**src/rtl/seg_scan_ctrl.sv**
```systemverilog
// Four-digit multiplexed seven-segment scan controller.
// Cycles through four slots, each preceded by a blanking gap to stop ghosting.
// Inputs are sampled once per frame so a frame never shows a mix of old and
// new values.
module seg_scan_ctrl #(
   parameter int unsigned DIV_BITS     = 17,
   parameter int unsigned BLANK_CYCLES = 1024
) (
   input  logic        clk,
   input  logic        clr,
   input  logic [15:0] digits,
   input  logic [3:0]  digit_en,
   input  logic [3:0]  dp_in,
   output logic [3:0]  an,
   output logic [6:0]  seg,
   output logic        dp,
   output logic        frame_done
);

   typedef enum logic [0:0] {StBlank, StShow} state_e;

   localparam logic [DIV_BITS-1:0] BlankLast = DIV_BITS'(BLANK_CYCLES - 1);
   localparam logic [DIV_BITS-1:0] One       = DIV_BITS'(1);

   state_e              state_q, state_d;
   logic [DIV_BITS-1:0] presc_q, presc_d;
   logic [DIV_BITS-1:0] blank_cnt_q, blank_cnt_d;
   logic [1:0]          idx_q, idx_d;
   logic [15:0]         sh_digits_q, sh_digits_d;
   logic [3:0]          sh_en_q, sh_en_d;
   logic [3:0]          sh_dp_q, sh_dp_d;
   logic [3:0]          an_q, an_d;
   logic [6:0]          seg_q, seg_d;
   logic                dp_q, dp_d;
   logic                fd_q, fd_d;
   logic                tick;

   // Active-low font, bit order {g,f,e,d,c,b,a}.
   function automatic logic [6:0] hex7(input logic [3:0] v);
      logic [6:0] s;
      unique case (v)
         4'h0: s = 7'h40;
         4'h1: s = 7'h79;
         4'h2: s = 7'h24;
         4'h3: s = 7'h30;
         4'h4: s = 7'h19;
         4'h5: s = 7'h12;
         4'h6: s = 7'h02;
         4'h7: s = 7'h78;
         4'h8: s = 7'h00;
         4'h9: s = 7'h10;
         4'hA: s = 7'h08;
         4'hB: s = 7'h03;
         4'hC: s = 7'h46;
         4'hD: s = 7'h21;
         4'hE: s = 7'h06;
         default: s = 7'h0E;
      endcase
      return s;
   endfunction

   assign tick = &presc_q;

   // Next-state: prescaler, blank timer, slot index, frame snapshot.
   always_comb begin
      presc_d     = presc_q + One;
      state_d     = state_q;
      blank_cnt_d = blank_cnt_q;
      idx_d       = idx_q;
      sh_digits_d = sh_digits_q;
      sh_en_d     = sh_en_q;
      sh_dp_d     = sh_dp_q;
      fd_d        = 1'b0;
      unique case (state_q)
         StBlank: begin
            if (blank_cnt_q == BlankLast) begin
               state_d     = StShow;
               blank_cnt_d = '0;
               if (idx_q == 2'd0) begin
                  sh_digits_d = digits;
                  sh_en_d     = digit_en;
                  sh_dp_d     = dp_in;
               end
            end else begin
               blank_cnt_d = blank_cnt_q + One;
            end
         end
         StShow: begin
            // Ticks seen during blanking are dropped; a slot ends only on a tick.
            if (tick) begin
               state_d = StBlank;
               idx_d   = idx_q + 2'd1;
               fd_d    = (idx_q == 2'd3);
            end
         end
         default: state_d = StBlank;
      endcase
   end

   // Output decode from the next state so outputs move on the same edge as the FSM.
   always_comb begin
      an_d  = 4'b1111;
      seg_d = 7'h7F;
      dp_d  = 1'b1;
      if (state_d == StShow) begin
         an_d[idx_d] = ~sh_en_d[idx_d];
         seg_d       = hex7(sh_digits_d[{idx_d, 2'b00} +: 4]);
         dp_d        = ~sh_dp_d[idx_d];
      end
   end

   // State and registered outputs; clr blanks everything immediately.
   always_ff @(posedge clk or posedge clr) begin
      if (clr) begin
         presc_q     <= '0;
         state_q     <= StBlank;
         blank_cnt_q <= '0;
         idx_q       <= 2'd0;
         sh_digits_q <= 16'h0000;
         sh_en_q     <= 4'h0;
         sh_dp_q     <= 4'h0;
         an_q        <= 4'b1111;
         seg_q       <= 7'h7F;
         dp_q        <= 1'b1;
         fd_q        <= 1'b0;
      end else begin
         presc_q     <= presc_d;
         state_q     <= state_d;
         blank_cnt_q <= blank_cnt_d;
         idx_q       <= idx_d;
         sh_digits_q <= sh_digits_d;
         sh_en_q     <= sh_en_d;
         sh_dp_q     <= sh_dp_d;
         an_q        <= an_d;
         seg_q       <= seg_d;
         dp_q        <= dp_d;
         fd_q        <= fd_d;
      end
   end

   assign an         = an_q;
   assign seg        = seg_q;
   assign dp         = dp_q;
   assign frame_done = fd_q;

endmodule

```
**config.mk**
```make
export PLATFORM = sky130hd
export DESIGN_NAME = seg_scan_ctrl
export DESIGN_NICKNAME = d
export VERILOG_FILES = /design/src/rtl/seg_scan_ctrl.sv
export SDC_FILE = /design/constraint.sdc
export NUM_CORES = 1
export LEC_CHECK = 0
export BUFFER_PORTS_ARGS = -buffer_cell sky130_fd_sc_hd__clkbuf_2
export CELL_PAD_IN_SITES_DETAIL_PLACEMENT = 2
export CELL_PAD_IN_SITES_GLOBAL_PLACEMENT = 2
export CORE_ASPECT_RATIO = 1.75
export CORE_MARGIN = 4
export CORE_UTILIZATION = 38
export DETAILED_ROUTE_END_ITERATION = 12
export PLACE_DENSITY = 0.9
export SLEW_MARGIN = 20
export SYNTH_ARGS = -nofsm -noshare
export SYNTH_HDL_FRONTEND = slang
export SYNTH_SLANG_ARGS = --single-unit
```
**constraint.sdc**
```tcl
create_clock -name clk -period 3.8 [get_ports clk]
set_input_delay 0.19 -clock clk [delete_from_list [all_inputs] [get_ports clk]]
set_output_delay 0.19 -clock clk [all_outputs]
set_load 0.1 [all_outputs]
```
==> summary.md <==
| Metric | Value |
|---|---|
| Status | `complete, no violations` |
| Via count | `2821` |
| Int Power | `1.383 mW` |
| Vias per cell | `5.384` |
| Final setup margin | `0.07797 ns` |
| Clock share of power | `53.0%` |
| DR pass1 iterations | `4` |
| RSZ-0062 raised after global routing | `yes` |
| Clock Path Buffers | `2` |
| Fin crit period | `3.722 ns` |
| Compound-Gate Fraction of Synth Area | `5.150%` |
| Vias in the first global route | `3171` |
| Placement Setup Slack | `0.03088 ns` |
| CP Capture Type | `flop` |
| Main synth FF type | `dfrtp_1` |
| Worst-Margin Slew | `0.9002 ns` |
| Max Cap Viol | `0` |
| Rows | `46` |
| Leakage | `2.016 nW` |
| Setup TNS | `0 ns` |
| Ys async rst share | `100.0%` |
| Die width | `81.54 µm` |
| Post-synthesis xor/xnor area fraction | `6.576%` |
| Avg Cell Area, Syn | `10.24 µm²` |
| Initial Utilization | `39.29%` |
| Post-DP HPWL | `7087 µm` |
| Sw Ratio | `21.67%` |
| Sequential element share of the synthesized area | `51.91%` |
| CTS buffer count | `9` |
| Post-Synth Adder-Cell Area | `4.175%` |
| Simple-Gate Fraction of Synth Area | `21.29%` |
| Hold crit path type | `in -> async` |
| Post-Route WL | `10830 µm` |
| Gate power share | `2.3%` |
| Largest net degree at the start of global routing | `43` |
| Seq pwr share | `44.7%` |
| Fmax | `268.7 MHz` |
| Post-synth EDFFs | `0` |
| Max rail drop VDD | `199.6 µV` |
| Initial antenna violation count | `0` |
| Worst-path fanout max | `7` |
| Sw power | `0.3825 mW` |
| Synthesized instance count | `351` |
| First-pass GRT wire length | `16770 µm` |
| Largest family of logic cells by synthesized area | `simple AND/OR/NAND/NOR gates` |
| GRT Total Usage | `20.32%` |
| Max Clock Skew | `0.01238 ns` |
| CTS tree | `built` |
| Mux share of post-synthesis cell area | `7.063%` |
| Final Hold Fails | `0` |
| Clk Latency, worst-skew pair | `0.35 ns` |
| Arrival time worst endpoint | `3.98 ns` |
| Slew Viols, Final | `0` |
| First DRT Iteration DRCs | `76` |
| Port Buffer Count | `38` |
| GP Congestion | `0.8094` |
| Congestion Overflow GR | `0` |
| Fin nets | `437` |
| Crit share post-route | `97.95%` |
| Die H | `136.7 µm` |
| Reg clk slew, reported paths | `0.07 ns` |
| Post-Syn Area | `3596 µm²` |
| Worst endpoint required time | `4.06 ns` |
| Yosys cell types | `48` |
| Antenna viol nets, final | `0` |
| Area grow syn2layout | `21.12%` |
| IO Pins | `39` |
| H-tree depth | `3` |
| Ant diodes | `0` |
| Commonest non-fill, non-tap cell in the layout | `nand2_1` |
| CP startpoint kind | `flop` |
| Final setup vio count | `0` |
| Most frequent cells in the layout | `104 x nand2_1, 62 x dfrtp_1, 38 x clkbuf_2, 20 x xnor2_1, 13 x and3_1` |
| # DRC | `0` |
| # clock sinks | `74` |
| Syn_nets | `389` |
| Root Driver | `clkbuf_16` |
| Die area | `11140 µm²` |
| Routed length per instance | `20.67 µm` |
| Share of layout cells above drive strength 1 | `26.98%` |
| Dpl cell area | `3923 µm²` |
| Relative slew slack | `39.90%` |
| Syn. warnings | `0` |
| Post-route cell area | `4355 µm²` |
| CORE AREA | `9151 µm²` |
| Yosys reg bits | `74` |
| Fillers | `950` |
| Hold_buf cts | `0` |
| Setup Crit Path Kind | `reg -> reg` |
| Power Dens Cells | `405.3 nW/µm²` |
## through the flow
| step | total power, mW | util [%] | hold slack [ns] | cells |
|---|---|---|---|---|
| after global placement | 0.8417 | 42.86 | 0.4063 | 504 |
| after CTS | 1.782 | 46.54 | 0.06061 | 521 |
| final | 1.765 | 47.59 | 0.02792 | 524 |
| after detailed placement | 0.8433 | 42.86 | 0.4155 | 504 |
| after floorplan | 0.8187 | - | 0.3024 | 351 |
| after global routing | 1.829 | 47.59 | 0.07133 | 524 |
## power by group through the flow
stage	sequential [mW]	combinational (mW)	clock, mW
2_1_floorplan	0.803	0.0161	0
3_3_place_gp	0.803	0.0392	0
3_5_place_dp	0.803	0.0408	0
4_1_cts	0.788	0.0410	0.953
5_1_grt	0.788	0.0457	0.995
6_report	0.788	0.0403	0.936
## sequential cells by signal, summed over array words and instances, names as in the netlist
register / count
blank_cnt_q: 17
frame_done: 1
seg: 7
sh_dp_q: 4
dp: 1
sh_en_q: 4
presc_q: 17
sh_digits_q: 16
state_q: 1
idx_q: 2
an: 4
## worst max-delay path, cell delays in order (launching register included)
cell	delay [ns]
dfrtp_1	0.42
ha_2	0.24
and3_1	0.19
and4_2	0.28
and3_1	0.20
ha_1	0.22
a21bo_1	0.19
and2_2	0.23
clkinvlp_4	0.09
buf_4	0.14
nand2_1	0.10
a32oi_2	0.23
a21o_1	0.27
inv_2	0.09
ha_1	0.32
mux2i_1	0.17
nor3_1	0.06
a31oi_1	0.18
## what timing repair did
item / CTS / global route
endpoints found under the setup margin: 3 / 7
pin swaps: 0 / 4
buffers inserted: 1 / 3
gates resized for setup: 1 / 22
## routing by layer
| metal | track usage [%] | vias up | share of wire, % |
|---|---|---|---|
| li1 | - | 1269 | - |
| met1 | 22.50 | 1489 | 37 |
| met2 | 37.07 | 45 | 59 |
| met3 | 4.282 | 18 | 2.4 |
| met4 | 7.519 | 0 | 2.2 |
| met5 | 0 | - | 0 |
## layout make-up
cell class	count	area, µm²	area share (%)
Inverter	15	62.56	1.436
Timing Repair Buffer	51	299.0	6.866
Clock buffer	9	225.2	5.171
Multi-Input combinational cell	248	1650	37.89
Clock inverter	7	101.3	2.327
Sequential cell	74	1867	42.86
Tap cell	120	150.1	3.447
## cell families after synthesis
kind of cell / count (synthesis)
mux: 16
simple gates: 167
flops: 74
xor+xnor: 27
buf+inv: 29
fa+ha+maj: 12
compound gates: 26
## final timing paths
path,from,endpoint,cells after the start,slack [ns]
worst min-delay path,clr,sh_en_q[1],2,0.03
min in group clk,dp_in[1],sh_dp_q[1],3,0.06
worst max register to register,presc_q[0],seg[3],17,0.08
max in group asynchronous,clr,seg[6],3,2.75
worst max-delay path,presc_q[0],seg[3],17,0.08
worst min register to register,blank_cnt_q[6],blank_cnt_q[6],1,0.47
## synthesized netlist by cell type (2+ instances only)
library cell  number  area (µm²)
a221oi_1           2       17.52
clkbuf_1           7       26.28
a31oi_1            3       18.77
a21o_1             2       15.01
dfstp_2           12       315.3
and3b_1            2       17.52
nor2_1            11       41.29
nand3_1           11       55.05
nand3_2            2       20.02
and3_1            13       81.33
and4_1             3       26.28
ha_1              12       150.1
xor2_1             7       61.31
inv_1             13       48.80
dfrtp_1           62        1551
nor3_1             4       20.02
mux2i_1            7       70.07
buf_6              2       22.52
xnor2_1           20       175.2
a21oi_1            5       25.02
mux4_2             5       112.6
buf_4              3       22.52
mux2_2             2       22.52
nand2_1          104       390.4
and2_1             4       25.02
nor2b_1            2       12.51
nand4_1            7       43.79
o21ai_0            4       20.02
Note: power is estimated with default switching activity, not from simulation.
